### config.mk
export PLATFORM = sky130hd
export DESIGN_NAME = sm_split_tx_flat
export DESIGN_NICKNAME = d
export VERILOG_FILES = /design/src/rtl/sm_split_tx_pkg.sv /design/src/rtl/sm_split_tx_if.sv /design/src/rtl/sm_split_tx_lane_adder.sv /design/src/rtl/sm_split_tx.sv /design/src/flat_wrapper.sv
export SDC_FILE = /design/constraint.sdc
export NUM_CORES = 1
export LEC_CHECK = 0
export BUFFER_PORTS_ARGS = -buffer_cell sky130_fd_sc_hd__buf_2
export CORE_MARGIN = 1.5
export CORE_UTILIZATION = 52
export CTS_BUF_LIST = sky130_fd_sc_hd__clkbuf_4 sky130_fd_sc_hd__clkbuf_8
export CTS_CLUSTER_SIZE = 28
export DETAILED_ROUTE_END_ITERATION = 12
export PLACE_DENSITY_LB_ADDON = 0.08
export SLEW_MARGIN = 20
export SYNTH_ARGS = -nofsm -noshare
export SYNTH_HDL_FRONTEND = slang
export SYNTH_HIERARCHICAL = 1
export SYNTH_SLANG_ARGS = --single-unit
### constraint.sdc
create_clock -name clk -period 3.6 [get_ports clk]
set_input_delay 0.54 -clock clk [delete_from_list [all_inputs] [get_ports clk]]
set_output_delay 0.54 -clock clk [all_outputs]
set_load 0.02 [all_outputs]
### src/rtl/sm_split_tx_pkg.sv
// Shared types and default geometry for the group-sum beat transmitter.
// Package sm_pkg; the optional gap feature is enabled by SM_SPLIT_TX_GAP_EN.
package sm_pkg;

   localparam int BEATS = 3;
   localparam int LANES = 2;
   localparam int DW    = 4;
   localparam int SW    = 7;
   localparam int CNT_W = $clog2(BEATS);

   typedef enum logic [1:0] {
      IDLE,
      SEND,
      GAP
   } state_e;

   typedef logic [DW-1:0] lane_t;

endpackage

### src/rtl/sm_split_tx_if.sv
// Group input handshake plus beat output bus of the group-sum transmitter.
// master = stream source / scoreboard side, slave = sm_split_tx.
interface sm_split_tx_if
   import sm_pkg::*;
#(
   parameter int BEATS = sm_pkg::BEATS,
   parameter int LANES = sm_pkg::LANES,
   parameter int DW    = sm_pkg::DW,
   parameter int SW    = sm_pkg::SW
);

   logic                        in_valid;
   logic                        in_ready;
   logic [BEATS*LANES*DW-1:0]   in_data;
   logic [3:0]                  gap;
   logic                        o_dval;
   logic [LANES*DW-1:0]         o;
   logic                        o_last;
   logic [SW-1:0]               o_sum;
   logic                        busy;

   modport master (
      output in_valid, in_data, gap,
      input  in_ready, o_dval, o, o_last, o_sum, busy
   );

   modport slave (
      input  in_valid, in_data, gap,
      output in_ready, o_dval, o, o_last, o_sum, busy
   );

endinterface

### src/rtl/sm_split_tx_lane_adder.sv
// Combinational sum of LANES zero-extended lanes, truncated to SW bits.
module sm_lane_adder
   import sm_pkg::*;
#(
   parameter int LANES = sm_pkg::LANES,
   parameter int DW    = sm_pkg::DW,
   parameter int SW    = sm_pkg::SW
) (
   input  logic [LANES*DW-1:0] lanes,
   output logic [SW-1:0]       sum
);

   always_comb begin
      sum = '0;
      for (int unsigned l = 0; l < LANES; l++) begin
         sum = sum + SW'(lanes[l*DW +: DW]);
      end
   end

endmodule

### src/rtl/sm_split_tx.sv
// Serializes one packed group into BEATS dval beats and reports the group sum on the last beat.
// Define SM_SPLIT_TX_GAP_EN to insert `gap` idle cycles after every non-last beat.
module sm_split_tx
   import sm_pkg::*;
#(
   parameter int BEATS = sm_pkg::BEATS,
   parameter int LANES = sm_pkg::LANES,
   parameter int DW    = sm_pkg::DW,
   parameter int SW    = sm_pkg::SW
) (
   input logic          clk,
   input logic          rst,
   sm_split_tx_if.slave bus
);

   localparam int            CW   = (BEATS > 1) ? $clog2(BEATS) : 1;
   localparam int            BW   = LANES * DW;
   localparam logic [CW-1:0] LAST = CW'(BEATS - 1);

   state_e                    state;
   logic [CW-1:0]             beat_cnt;
   logic [BEATS*BW-1:0]       buf_q;
   logic [SW-1:0]             acc;

   logic                      load;
   logic                      at_last;
   logic                      advance;
   logic                      nxt_last;
   logic [CW-1:0]             nxt_idx;
   logic [BW-1:0]             nxt_beat;
   logic [SW-1:0]             acc_base;
   logic [SW-1:0]             part_sum;

`ifdef SM_SPLIT_TX_GAP_EN
   logic [3:0]                gap_cnt;
   logic                      gap_go;
`else
   logic                      unused_gap;
   assign unused_gap = ^bus.gap;
`endif

   // Outputs are registered, so the datapath always prepares the beat to be shown next.
   always_comb begin
      load     = bus.in_valid && bus.in_ready;
      at_last  = (beat_cnt == LAST);
      nxt_idx  = load ? '0 : beat_cnt + CW'(1);
      nxt_beat = load ? bus.in_data[BW-1:0] : buf_q[int'(nxt_idx)*BW +: BW];
      nxt_last = (nxt_idx == LAST);
      acc_base = load ? '0 : acc;
`ifdef SM_SPLIT_TX_GAP_EN
      gap_go   = (state == SEND) && !at_last && (bus.gap != '0);
      advance  = load
               || ((state == SEND) && !at_last && (bus.gap == '0))
               || ((state == GAP) && (gap_cnt == '0));
`else
      advance  = load || ((state == SEND) && !at_last);
`endif
   end

   sm_lane_adder #(
      .LANES (LANES),
      .DW    (DW),
      .SW    (SW)
   ) u_lane_adder (
      .lanes (nxt_beat),
      .sum   (part_sum)
   );

   always_ff @(posedge clk or negedge rst) begin
      if (!rst) begin
         state        <= IDLE;
         beat_cnt     <= '0;
         buf_q        <= '0;
         acc          <= '0;
         bus.in_ready <= 1'b1;
         bus.o_dval   <= 1'b0;
         bus.o        <= '0;
         bus.o_last   <= 1'b0;
         bus.o_sum    <= '0;
         bus.busy     <= 1'b0;
`ifdef SM_SPLIT_TX_GAP_EN
         gap_cnt      <= '0;
`endif
      end else if (advance) begin
         state        <= SEND;
         beat_cnt     <= nxt_idx;
         if (load) begin
            buf_q <= bus.in_data;
         end
         bus.o_dval   <= 1'b1;
         bus.o        <= nxt_beat;
         bus.o_last   <= nxt_last;
         bus.busy     <= 1'b1;
         // Ready while the last beat is on the bus lets the next group follow without a bubble.
         bus.in_ready <= nxt_last;
         if (nxt_last) begin
            bus.o_sum <= acc_base + part_sum;
            acc       <= '0;
         end else begin
            acc       <= acc_base + part_sum;
         end
`ifdef SM_SPLIT_TX_GAP_EN
      end else if (gap_go) begin
         state        <= GAP;
         gap_cnt      <= bus.gap - 4'd1;
         bus.o_dval   <= 1'b0;
         bus.o_last   <= 1'b0;
         bus.in_ready <= 1'b0;
      end else if (state == GAP) begin
         gap_cnt      <= gap_cnt - 4'd1;
`endif
      end else begin
         state        <= IDLE;
         bus.o_dval   <= 1'b0;
         bus.o_last   <= 1'b0;
         bus.in_ready <= 1'b1;
         bus.busy     <= 1'b0;
      end
   end

endmodule

### src/flat_wrapper.sv
// flat-port wrapper written by rule: the top's interface ports become plain ports
module sm_split_tx_flat import sm_pkg::*;
#(
   parameter int BEATS = sm_pkg::BEATS,
   parameter int LANES = sm_pkg::LANES,
   parameter int DW    = sm_pkg::DW,
   parameter int SW    = sm_pkg::SW
)
  (clk, rst, bus_in_valid, bus_in_data, bus_gap, bus_in_ready, bus_o_dval, bus_o, bus_o_last, bus_o_sum, bus_busy);
  sm_split_tx_if #(.BEATS(BEATS), .LANES(LANES), .DW(DW), .SW(SW)) bus_i ();
  input logic clk;
  input logic rst;
  input wire logic [$bits(bus_i.in_valid)-1:0] bus_in_valid;
  input wire logic [$bits(bus_i.in_data)-1:0] bus_in_data;
  input wire logic [$bits(bus_i.gap)-1:0] bus_gap;
  output wire logic [$bits(bus_i.in_ready)-1:0] bus_in_ready;
  output wire logic [$bits(bus_i.o_dval)-1:0] bus_o_dval;
  output wire logic [$bits(bus_i.o)-1:0] bus_o;
  output wire logic [$bits(bus_i.o_last)-1:0] bus_o_last;
  output wire logic [$bits(bus_i.o_sum)-1:0] bus_o_sum;
  output wire logic [$bits(bus_i.busy)-1:0] bus_busy;
  assign bus_i.in_valid = bus_in_valid;
  assign bus_i.in_data = bus_in_data;
  assign bus_i.gap = bus_gap;
  assign bus_in_ready = bus_i.in_ready;
  assign bus_o_dval = bus_i.o_dval;
  assign bus_o = bus_i.o;
  assign bus_o_last = bus_i.o_last;
  assign bus_o_sum = bus_i.o_sum;
  assign bus_busy = bus_i.busy;
  sm_split_tx #(.BEATS(BEATS), .LANES(LANES), .DW(DW), .SW(SW)) u_core (.clk(clk), .rst(rst), .bus(bus_i));
endmodule
==> results of run 1 <==
-- final cells by class --
type                    count  area, µm²  share of cell area (%)
inverters                  11       46.3                    1.52
clock inverters             1       5.00                   0.164
flip-flops and latches     51       1280                    41.9
well taps                  67       83.8                    2.75
multi-input cells         191       1250                    40.9
clock buffers               6       82.6                    2.71
repair buffers             56        308                    10.1
-- power by group through the flow --
| stage | logic (mW) | registers (mW) | clock network, mW |
|---|---|---|---|
| global placement | 2.13 | 1.01 | 0 |
| finish | 2.24 | 1.01 | 0.331 |
| CTS | 2.18 | 1.01 | 0.342 |
| floorplan | 1.57 | 1.10 | 0 |
| global route | 2.52 | 1.04 | 0.364 |
| detailed placement | 2.16 | 1.02 | 0 |
-- layout by cell type, fill, tap and decap left out, types with 2 or more instances in the layout --
master / instances
o31ai_2: 3
o21ai_0: 3
clkbuf_8: 6
ha_1: 11
dfrtp_1: 50
a21o_1: 3
mux2_2: 8
conb_1: 2
buf_2: 45
a221o_1: 8
nor2b_1: 2
and2_1: 5
o31ai_1: 3
buf_4: 11
inv_1: 9
mux2_4: 2
a21boi_0: 2
nor2_1: 12
mux2i_1: 8
nand2_1: 85
o21a_1: 2
nand2b_1: 2
xnor2_1: 6
a21oi_1: 4
a22o_1: 3
-- path summary, 6_finish.rpt --
| check | endpoint | from | slack [ns] |
|---|---|---|---|
| max reg2reg | u_core/acc[6] | u_core/beat_cnt[0] | 0.21 |
| min in group clk | u_core/buf_q[18] | bus_in_data[18] | 0.42 |
| max | u_core/acc[6] | u_core/beat_cnt[0] | 0.21 |
| max in group asynchronous | u_core/buf_q[23] | rst | 2.58 |
| min reg2reg | u_core/buf_q[15] | u_core/buf_q[15] | 0.48 |
| min | u_core/buf_q[14] | rst | 0.30 |
-- logic make-up after synthesis --
group / after synthesis / synth area share, %
XOR/XNOR: 6 / 2.00
adder cells (fa/ha/maj): 13 / 6.76
AO/OA/AOI/OAI: 35 / 10.9
flip-flops: 51 / 48.6
AND/OR/NAND/NOR: 117 / 19.0
multiplexers: 18 / 7.61
buffers and inverters: 24 / 4.99
other: 1 / 0.143
-- state kept, by name, summed over array words and instances, names as in the netlist --
register,cells
u_core/bus.o,8
u_core/bus.busy,1
u_core/bus.o_sum,7
u_core/bus.in_ready,1
u_core/bus.o_last,1
u_core/buf_q,24
u_core/acc,7
u_core/beat_cnt,2
-- worst reg2reg max path: stages, from the launching register on --
cell and delay, ns:
dfrtp_1 0.35, inv_1 0.05, ha_1 0.32, a21bo_4 0.25
nor2_1 0.06, a221o_1 0.29, ha_1 0.22, inv_1 0.07
fa_1 0.41, inv_1 0.09, inv_1 0.06, fa_2 0.40
nor2b_2 0.15, o2111ai_1 0.15, and4_1 0.25, o31ai_1 0.18
-- what timing repair did --
action / in CTS / in global routing
gates resized for setup: 0 / 5
buffers inserted: 0 / 2
endpoints found under the setup margin: 0 / 6
hold buffers: 0 / 0
-- per-stage QoR --
step | setup slack (ns) | instances | hold slack (ns) | util, % | instance area [µm²]
after CTS | 0.0773 | 381 | 0.334 | 63.0 | 3010
after global placement | 0.117 | 374 | 0.457 | 61.1 | 2930
after floorplan | 0.0326 | 266 | 0.244 | - | 2630
after detailed placement | 0.0959 | 374 | 0.460 | 61.1 | 2930
after global routing | -0.0197 | 383 | 0.368 | 63.8 | 3050
final | 0.209 | 383 | 0.299 | 63.8 | 3050
-- layer usage --
layer	wire, µm	global-route usage, %	up-vias
li1	-	-	975
met1	2650	31.6	946
met2	2330	33.4	44
met3	192	4.61	5
met4	64	6.17	0
met5	0	0	-
==> reports/qor.txt, run 1 <==
Status - finished, final reports clean
Count leader, synth - nand2_1
Sequential share of the synthesized area - 48.6%
Clock skew - 0.00713 ns
CTS tree - built
Mean Syn Cell Area - 9.92 µm²
EDFF count, synth - 0
Final wirelength - 5230 µm
MaxCap Viol Count - 0
Most frequent cells after synthesis - nand2_1 (85), dfrtp_1 (50), nor2_1 (12)
WS Path Type - reg -> reg
Max IR drop VDD - 566 µV
Die Span Y - 74.1 µm
DRT iter0 DRCs - 62
Critical path, cell by cell - inv_1, ha_1, a21bo_4, nor2_1, a221o_1, ha_1, inv_1, fa_1, inv_1, inv_1, fa_2, nor2b_2, o2111ai_1, and4_1, o31ai_1
Final nets - 360
Period minus WS final - 3.39 ns
Cell repeated most along the worst path - inv_1
TritonCTS Buffers - 5
P&R area growth vs syn - 16.0%
# setup viols final - 0
Area contributors post-synth - dfrtp_1 (48%), nand2_1 (12%), ha_1 (5.2%)
Yosys warning count - 6
Setup tns final - 0 ns
Initial Utilization - 55.0%
Sequential group share of total power - 28.1%
Max frequency - 295 MHz
Area of the die - 5490 µm²
Final Slew Violations - 0
Top Ports - 50
Max incr delay on CP - 0.41 ns
Int Power - 2.02 mW
Switching share of power - 43.5%
Overall power - 3.58 mW
Top cell type's share of synthesized area - 47.6%
CP top delay family - adder cells
Chip Width - 74.1 µm
Required @ worst endpoint - 3.81 ns
Logic pwr share - 62.7%
RD Place Congestion - 0.905
PwrDens - 1170 nW/µm²
Yosys reg bits - 51
Crit Path Max Fanout - 7
Crit path depth - 15
Buffer and inverter count on the worst path - 4
Post-Synthesis Cell Area - 2630 µm²
GRT Resource Usage Total - 21.9%
R2r worst-path depth - 15
Final antenna-violating net count - 0
Tcrit/Tclk final - 94.2%
Gr ovfl total - 0
Drt first pass iters - 4
Post-DP HPWL - 3890 µm
Final-report hold violation count - 0
FP Rows - 25
Clk root buf - clkbuf_8
H-Tree Depth - 2
CP Capture Type - register
Placeable Area - 4790 µm²
Clock latency on the worst-skew pair - 0.30 ns
Share of layout cells above drive strength 1 - 27.8%
First-pass GRT wire length - 9050 µm
Vias in the first global route - 1,915
Leak Pwr - 1.62 nW
WP data arrival - 3.61 ns
Startpoint types - register
Clock slew at reported path FFs - 0.09 ns
Fill count - 415
ANT cells - 0
Primary FF master, synth - dfrtp_1
Relative slew slack - 49.3%
Worst slew pin tran - 0.760 ns
Synth cell types - 43
Yosys top cell by area - dfrtp_1
Pin count of the biggest net entering global routing - 36
Switch Pwr - 1.56 mW
WL per Instance - 13.7 µm
Clk buf depth - 2
Hold crit path type - in -> async
DRC Markers - 0
Initial antenna violation count - 0
Synthesized netlist cell count - 265
Port-buffer cells - 45
Asr flop ratio synth - 100%
Critical path's slowest cell - fa_1
Via count - 1,970
Clk sink count - 51
Drt via density - 5.14
Clk pwr share - 9.2%
No activity file was read; power rests on OpenSTA's default activity.
==> run 2, diff against run 1 <==
--- a/config.mk
+++ b/config.mk
@@ -7,7 +7,7 @@
 export LEC_CHECK = 0
 export BUFFER_PORTS_ARGS = -buffer_cell sky130_fd_sc_hd__buf_2
 export CORE_MARGIN = 1.5
-export CORE_UTILIZATION = 52
+export CORE_UTILIZATION = 51
 export CTS_BUF_LIST = sky130_fd_sc_hd__clkbuf_4 sky130_fd_sc_hd__clkbuf_8
 export CTS_CLUSTER_SIZE = 28
 export DETAILED_ROUTE_END_ITERATION = 12
@@ -15,5 +15,4 @@
 export SLEW_MARGIN = 20
 export SYNTH_ARGS = -nofsm -noshare
 export SYNTH_HDL_FRONTEND = slang
-export SYNTH_HIERARCHICAL = 1
 export SYNTH_SLANG_ARGS = --single-unit
==> run 2 against run 1 <==
Non-clock buffer count increased by 3. Synthesized cell count fell by 0.38%. Final cell count increased by 0.52%. Critical endpoint is now u_core.acc[5]. Largest power group unchanged. Critical path type unchanged. Sequential share of layout area up 1.2 points. Critical path depth fell by 2. Via count is 1.5% lower. Count of clock-buffer cells in the layout is 1 higher.
==> reports/qor.txt, run 2 <==
Most frequent cells in the layout - nand2_1 (97), dfrtp_1 (50), buf_2 (45)
Post-DP HPWL - 3830 µm (-1.5%)
MaxCap Viol Count - 0 (unchanged)
Max frequency - 294 MHz (-0.25%)
Asr flop ratio synth - 100% (unchanged)
Dpl ws - 0.159 ns (+0.0634 ns)
DRC Markers - 0 (unchanged)
FF-to-FF End - u_core.acc[5]
Final-report hold violation count - 0 (unchanged)
Switching share of power - 43.4% (-0.082 points)
Yosys warning count - 0 (-6)
Startpoint types - register
Placement Cell Area - 2850 µm² (-2.5%)
Crit Path Max Fanout - 8 (+1)
Period minus WS final - 3.40 ns (+0.00852 ns)
Final wirelength - 5220 µm (-0.32%)
Placed cells - 374 (unchanged)
Initial antenna violation count - 0 (unchanged)
Post-Synthesis Cell Area - 2530 µm² (-3.6%)
WL per Instance - 13.5 µm (-0.84%)
# setup viols final - 0 (unchanged)
Final antenna-violating net count - 0 (unchanged)
DRT iter0 DRCs - 110 (+77%)
Mean Syn Cell Area - 9.60 µm² (-3.3%)
Share of layout cells above drive strength 1 - 25.2% (-2.7 points)
Mapped Nets - 305
R2r worst-path depth - 13 (-2)
Setup tns final - 0 ns (unchanged)
Tcrit/Tclk final - 94.4% (+0.24 points)
Max incr delay on CP - 0.47 ns (+0.06 ns)
Clock skew - 0.00425 ns (-0.00289 ns)
Count leader, synth - nand2_1
Vias in the first global route - 1,925 (+0.52%)
Drt first pass iters - 5 (+1)
Worst slew pin tran - 0.690 ns (-0.0697 ns)
R2R Path Start - u_core.beat_cnt[0]
Logic pwr share - 60.4% (-2.3 points)
Most common cell after layout, fill and taps aside - nand2_1
EDFF count, synth - 0 (unchanged)
Clk buf depth - 2 (unchanged)
Biggest register - u_core.buf_q
Die Span Y - 73.5 µm (-0.83%)
P&R area growth vs syn - 17.0%
Required @ worst endpoint - 3.83 ns (+0.02 ns)
Yosys reg bits - 51 (unchanged)
Hold crit path type - in -> async
Hold-fix buffers, CTS - 0 (unchanged)
GRT Resource Usage Total - 21.6% (-0.24 points)
RD Place Congestion - 0.807 (-11%)
TritonCTS Buffers - 5 (unchanged)
Synth cell types - 45 (+4.7%)
Synthesized netlist cell count - 264 (-0.38%)
Clk pwr share - 9.8% (+0.6 points)
Fill count - 435 (+4.8%)
CP Capture Type - register
Final Slew Violations - 0 (unchanged)
WP data arrival - 3.63 ns (+0.02 ns)
Worst setup margin - 0.200 ns (-0.00851 ns)
Area of the die - 5400 µm² (-1.7%)
Sequential group share of total power - 29.7% (+1.6 points)
Gr ovfl total - 0 (unchanged)
R2R Setup Slk - 0.20 ns (about the same)
FP Rows - 25 (unchanged)
Status - finished, final reports clean
Final std cell area, no fill - 2970 µm² (-2.8%)
Most frequent cells after synthesis - nand2_1 (97), dfrtp_1 (50), inv_1 (11)
Sequential share of the synthesized area - 50.4% (+1.8 points)
WS Path Type - reg -> reg
Area contributors post-synth - dfrtp_1 (49%), nand2_1 (14%), fa_1 (3.9%)
Clock slew at reported path FFs - 0.09 ns (about the same)
Initial Utilization - 53.3% (-1.6 points)
Pin count of the biggest net entering global routing - 33 (-8.3%)
First-pass GRT wire length - 8770 µm (-3.1%)
Port-buffer cells - 45 (unchanged)
Final nets - 358 (-0.56%)
Final cell count without fillers - 385 (+0.52%)
Post-layout util - 62.4% (-1.4 points)
H-Tree Depth - 2 (unchanged)
Critical path's slowest cell - or4_1
Max reg flops - 24 (unchanged)
ANT cells - 0 (unchanged)
Relative slew slack - 54.0% (+4.6 points)
Clk sink count - 51 (unchanged)
Critical path, cell by cell - inv_1, ha_2, and2_4, a222oi_1, a21oi_1, fa_1, ha_1, inv_1, fa_1, nor2b_1, o21a_1, or4_1, o211ai_1
Setup repair after global routing missed its margin - no
Via count - 1,941 (-1.5%)
Leak Pwr - 1.58 nW (-2.2%)
Clk root buf - clkbuf_8
Top Ports - 50 (unchanged)
Largest registers - u_core.buf_q: 24 flops, u_core.bus.o: 8 flops
Chip Width - 73.5 µm (-0.83%)
Int Power - 1.92 mW (-5.3%)
Placeable Area - 4750 µm² (-0.65%)
Clock latency on the worst-skew pair - 0.31 ns (about the same)
Drt via density - 5.04 (-2.0%)
CTS tree - built
Top cell type's share of synthesized area - 49.4% (+1.8 points)
Primary FF master, synth - dfrtp_1
Switch Pwr - 1.47 mW (-5.6%)
PwrDens - 1140 nW/µm² (-2.7%)
Max IR drop VDD - 430 µV (-24%)
Yosys top cell by area - dfrtp_1
run 2: changes by cell type after synthesis, sizes merged, moves of 3 or more:
cell	change
a221o	-4
fa	+3
ha	-6
mux2i	-8
nand2	+13
nor2	-7
o211ai	+4
o21ai	+11
o31ai	-6
or4	+3
xnor2	-4
run 2: final cells by class:
type / count / area [µm²] / area share, %
sequential: 51 / 1280 / 43.1
multi-input combinational: 189 / 1140 / 38.6
timing repair buffer: 59 / 330 / 11.1
clock buffer: 7 / 83.8 / 2.83
tap: 67 / 83.8 / 2.83
inverter: 11 / 41.3 / 1.39
clock inverter: 1 / 5.00 / 0.169
run 2: power groups by stage:
stage / combinational [mW] / clock (mW) / sequential [mW]
2_1_floorplan: 1.45 / 0 / 1.10
3_3_place_gp: 2.00 / 0 / 1.01
3_5_place_dp: 2.03 / 0 / 1.02
4_1_cts: 2.04 / 0.342 / 1.01
5_1_grt: 2.34 / 0.359 / 1.04
6_report: 2.04 / 0.333 / 1.01
run 2: worst max-delay path by stage:
stage                                   from            end  slack [ns]
after floorplan           u_core.beat_cnt[0]  u_core.acc[5]        0.17
after global placement          bus_in_valid  u_core.acc[5]        0.17
after detailed placement        bus_in_valid  u_core.acc[5]        0.16
after CTS                 u_core.beat_cnt[0]  u_core.acc[5]        0.14
after global routing      u_core.beat_cnt[0]  u_core.acc[5]        0.03
final                     u_core.beat_cnt[0]  u_core.acc[5]        0.20
run 2: cells by family after synthesis:
logic type                 count (synthesis)  synth area share, %
xor gates and xnor gates                   3                 1.04
DFF                                       51                 50.4
adders and majority gates                 10                 6.42
AOI/OAI and AO/OA                         43                 12.0
muxes                                      8                 3.85
buffers and inverters                     24                 4.54
and+or+nand+nor                          125                 21.8
run 2: stage by stage:
stage / hold WS (ns) / power [mW]
finish: 0.267 / 3.38
global placement: 0.453 / 3.01
CTS: 0.301 / 3.39
floorplan: 0.244 / 2.55
detailed placement: 0.458 / 3.05
global route: 0.338 / 3.74
run 2: per-layer routing:
layer	wire (µm)	GRT usage (%)	vias up	share of wire, %
met5	0	0	-	0
li1	-	-	984	-
met4	109	9.47	0	2.1
met1	2540	30.2	895	49
met3	239	3.43	13	4.6
met2	2330	33.4	49	45
run 2: timing repair:
| action | 4_1_cts | 5_1_grt |
|---|---|---|
| endpoints found under the setup margin | 0 | 3 |
| setup buffers | 0 | 3 |
| gates resized for setup | 0 | 1 |
run 2: critical path: cells and delay by family, from the launching register on:
| family | cells | cell delay [ns] |
|---|---|---|
| flip-flops | 1 | 0.38 |
| AO/OA/AOI/OAI | 4 | 0.88 |
| buffers and inverters | 2 | 0.16 |
| adder cells (fa/ha/maj) | 4 | 1.21 |
| AND/OR/NAND/NOR | 3 | 0.70 |
==> run 3, diff against run 2 <==
--- a/config.mk
+++ b/config.mk
@@ -5,6 +5,7 @@
 export SDC_FILE = /design/constraint.sdc
 export NUM_CORES = 1
 export LEC_CHECK = 0
+export ABC_AREA = 1
 export BUFFER_PORTS_ARGS = -buffer_cell sky130_fd_sc_hd__buf_2
 export CORE_MARGIN = 1.5
 export CORE_UTILIZATION = 51
==> run 3 against run 2 <==
Global-route usage shrank 0.42 points. Synthesized cell count grew 16%. Setup slack better by 0.090 ns. Final cell count grew 9.9%. Count of clock-buffer cells in the layout rose by 1. Maximum frequency is 2.7% higher. Via count grew 2.1%. Clock skew increased by 0.0032 ns.
==> reports/qor.txt, run 3 <==
Status - finished, final reports clean
Int Power - 1.75 mW (-8.6%)
Die Span Y - 73.6 µm (+0.14%)
Clk buf depth - 2 (unchanged)
FF-to-FF End - u_core.bus.o_sum[5]
Resize count post-CTS - 0 (unchanged)
Post-DP HPWL - 3650 µm (-4.5%)
DRT iter0 DRCs - 58 (-47%)
Register area - 1280 µm² (unchanged)
Via count - 1,981 (+2.1%)
Worst slew pin tran - 0.581 ns (-0.110 ns)
ANT cells - 0 (unchanged)
Port-buffer cells - 45 (unchanged)
CP top delay family - adder cells
Area contributors post-synth - dfrtp_1 (49%), nand2_1 (19%), inv_1 (5.5%)
Final antenna-violating net count - 0 (unchanged)
WP data arrival - 3.51 ns (-0.12 ns)
Synth cell types - 24 (-47%)
Final cell count without fillers - 423 (+9.9%)
Count leader, synth - nand2_1
Relative slew slack - 61.3% (+7.3 points)
Clock slew at reported path FFs - 0.09 ns (about the same)
Clock latency on the worst-skew pair - 0.30 ns (about the same)
Pin count of the biggest net entering global routing - 28 (-15%)
Yosys warning count - 0 (unchanged)
Yosys reg bits - 51 (unchanged)
CP Capture Type - register
Synthesized netlist cell count - 306 (+16%)
Clk root buf - clkbuf_8
Placed cells - 415 (+11%)
Overall power - 3.32 mW (-2.0%)
Final Slew Violations - 0 (unchanged)
R2r worst-path depth - 21 (+8)
H-Tree Depth - 2 (unchanged)
Critical path, cell by cell - inv_2, ha_1, inv_1, nand2_4, nor2_8, nand2_1, nand2_1, nand2_1, nand2_1, inv_1, fa_1, inv_1, ha_1, inv_1, fa_1, o21ai_0, nand2_1, nand2_1, nand2_1, nand3_1, nand2_1
Drt via density - 4.68 (-7.1%)
DRC Markers - 0 (unchanged)
Setup tns final - 0 ns (unchanged)
EDFF count, synth - 0 (unchanged)
Fill count - 444 (+2.1%)
Multi-input gate area - 1040 µm² (-9.1%)
Setup bufs post-CTS - 0 (unchanged)
Mean Syn Cell Area - 8.31 µm² (-13%)
Asr flop ratio synth - 100% (unchanged)
Gr ovfl total - 0 (unchanged)
Switching share of power - 47.2% (+3.8 points)
# setup viols final - 0 (unchanged)
First-pass GRT wire length - 8700 µm (-0.79%)
Clock skew - 0.00749 ns (+0.00325 ns)
Max reg flops - 24 (unchanged)
Crit Path Max Fanout - 9 (+1)
MaxCap Viol Count - 0 (unchanged)
Max IR drop VDD - 504 µV (+17%)
RD Place Congestion - 0.778 (-3.6%)
Post-Synthesis Cell Area - 2540 µm² (+0.30%)
CTS tree - built
Final-report hold violation count - 0 (unchanged)
Critical path's slowest cell - fa_1
P&R area growth vs syn - 16.4%
Tcrit/Tclk final - 91.9% (-2.5 points)
Leak Pwr - 1.69 nW (+6.8%)
Top Ports - 50 (unchanged)
Sequential share of the synthesized area - 50.2% (-0.15 points)
Cell repeated most along the worst path - nand2_1
Switch Pwr - 1.57 mW (+6.7%)
Primary FF master, synth - dfrtp_1
Final nets - 396 (+11%)
Startpoint types - register
Logic pwr share - 59.7% (-0.7 points)
TritonCTS Buffers - 5 (unchanged)
Max frequency - 302 MHz (+2.7%)
Hold-fix buffers, CTS - 0 (unchanged)
Largest registers - u_core.buf_q: 24 flops, u_core.bus.o: 8 flops
Yosys top cell by area - dfrtp_1
Final wirelength - 5000 µm (-4.2%)
Most frequent cells after synthesis - nand2_1 (128), dfrtp_1 (50), inv_1 (37)
WS Path Type - reg -> reg
Initial antenna violation count - 0 (unchanged)
Top cell type's share of synthesized area - 49.2% (-0.15 points)
R2R Setup Slk - 0.29 ns (+0.09 ns)
Setup repair after global routing missed its margin - no
Chip Width - 73.6 µm (+0.14%)
Max incr delay on CP - 0.46 ns (about the same)
FP Rows - 25 (unchanged)
PwrDens - 1120 nW/µm² (-1.8%)
Crit path depth - 21 (+8)
Vias in the first global route - 1,938 (+0.68%)
WL per Instance - 11.8 µm (-13%)
Biggest register - u_core.buf_q
Most frequent cells in the layout - nand2_1 (128), dfrtp_1 (50), buf_2 (45)
Mapped Nets - 347 (+14%)
Sequential group share of total power - 29.3% (-0.4 points)
Most common cell after layout, fill and taps aside - nand2_1
Initial Utilization - 53.5% (+0.16 points)
GRT Resource Usage Total - 21.2% (-0.42 points)
Hold crit path type - in -> async
Clk pwr share - 11.0% (+1.2 points)
Buffer and inverter count on the worst path - 5 (+3)
Placeable Area - 4750 µm² (unchanged)
Drt first pass iters - 4 (-1)
Clk sink count - 51 (unchanged)
Area of the die - 5420 µm² (+0.29%)
Required @ worst endpoint - 3.80 ns (-0.03 ns)
R2R Path Start - u_core.beat_cnt[0]
Post-layout util - 62.3% (-0.13 points)
Period minus WS final - 3.31 ns (-0.0901 ns)
Share of layout cells above drive strength 1 - 21.1% (-4.1 points)
run 3: cell count changes in the layout (fill, tap and decap cells not counted), sizes merged, moves of 6 or more:
cell / delta
buf: -6
inv: +30
mux2: -8
o21ai: +12
nand2: +32
nand3: +17
run 3: worst max-delay path by stage:
stage | start | endpoint | slack, ns
2_1_floorplan | u_core.beat_cnt[0] | u_core.acc[5] | 0.59
3_3_place_gp | bus_in_valid | u_core.bus.o_sum[5] | 0.31
3_5_place_dp | bus_in_valid | u_core.bus.o_sum[5] | 0.26
4_1_cts | u_core.beat_cnt[0] | u_core.bus.o_sum[5] | 0.30
5_1_grt | u_core.beat_cnt[0] | u_core.bus.o_sum[5] | 0.04
6_report | u_core.beat_cnt[0] | u_core.bus.o_sum[5] | 0.29
run 3: area by class of cell:
cell class                 count  area share, %
clock buffer                   8           3.51
inverter                      41           5.28
multi-input combinational    203           35.2
sequential                    51           43.2
tap                           67           2.83
timing repair buffer          53           10.1
run 3: per-stage QoR:
step                      hold slack, ns  worst slack [ns]  cell area, µm²
after CTS                          0.238             0.301            2960
after floorplan                    0.244             0.595            2540
final                              0.222             0.290            2960
after global placement             0.460             0.313            2840
after global routing               0.264            0.0367            2960
after detailed placement           0.463             0.260            2860
run 3: cell families (layout without fill, tap and decap cells):
group           after synthesis  in the layout  share of synthesized area [%]
xor+xnor                      1              1                          0.345
fa+ha+maj                    10             10                           6.40
compound gates               33             33                           7.87
buf+inv                      52            102                           8.81
simple gates                159            159                           26.3
flops                        51             51                           50.2
run 3: per-layer routing:
layer | part of all wire [%] | GRT usage (%) | vias to the layer above
met3 | 2.8 | 4.12 | 7
met1 | 49 | 28.8 | 916
met4 | 1.5 | 6.79 | 0
li1 | - | - | 1028
met2 | 47 | 34.3 | 30
met5 | 0 | 0 | -
run 3: power groups by stage:
| stage | Sequential (mW) | Combinational (mW) | Clock (mW) |
|---|---|---|---|
| after CTS | 0.972 | 2.01 | 0.380 |
| after global routing | 1.00 | 2.30 | 0.396 |
| after global placement | 0.978 | 1.95 | 0 |
| after floorplan | 1.07 | 1.44 | 0 |
| after detailed placement | 0.983 | 2.00 | 0 |
| final | 0.972 | 1.98 | 0.366 |
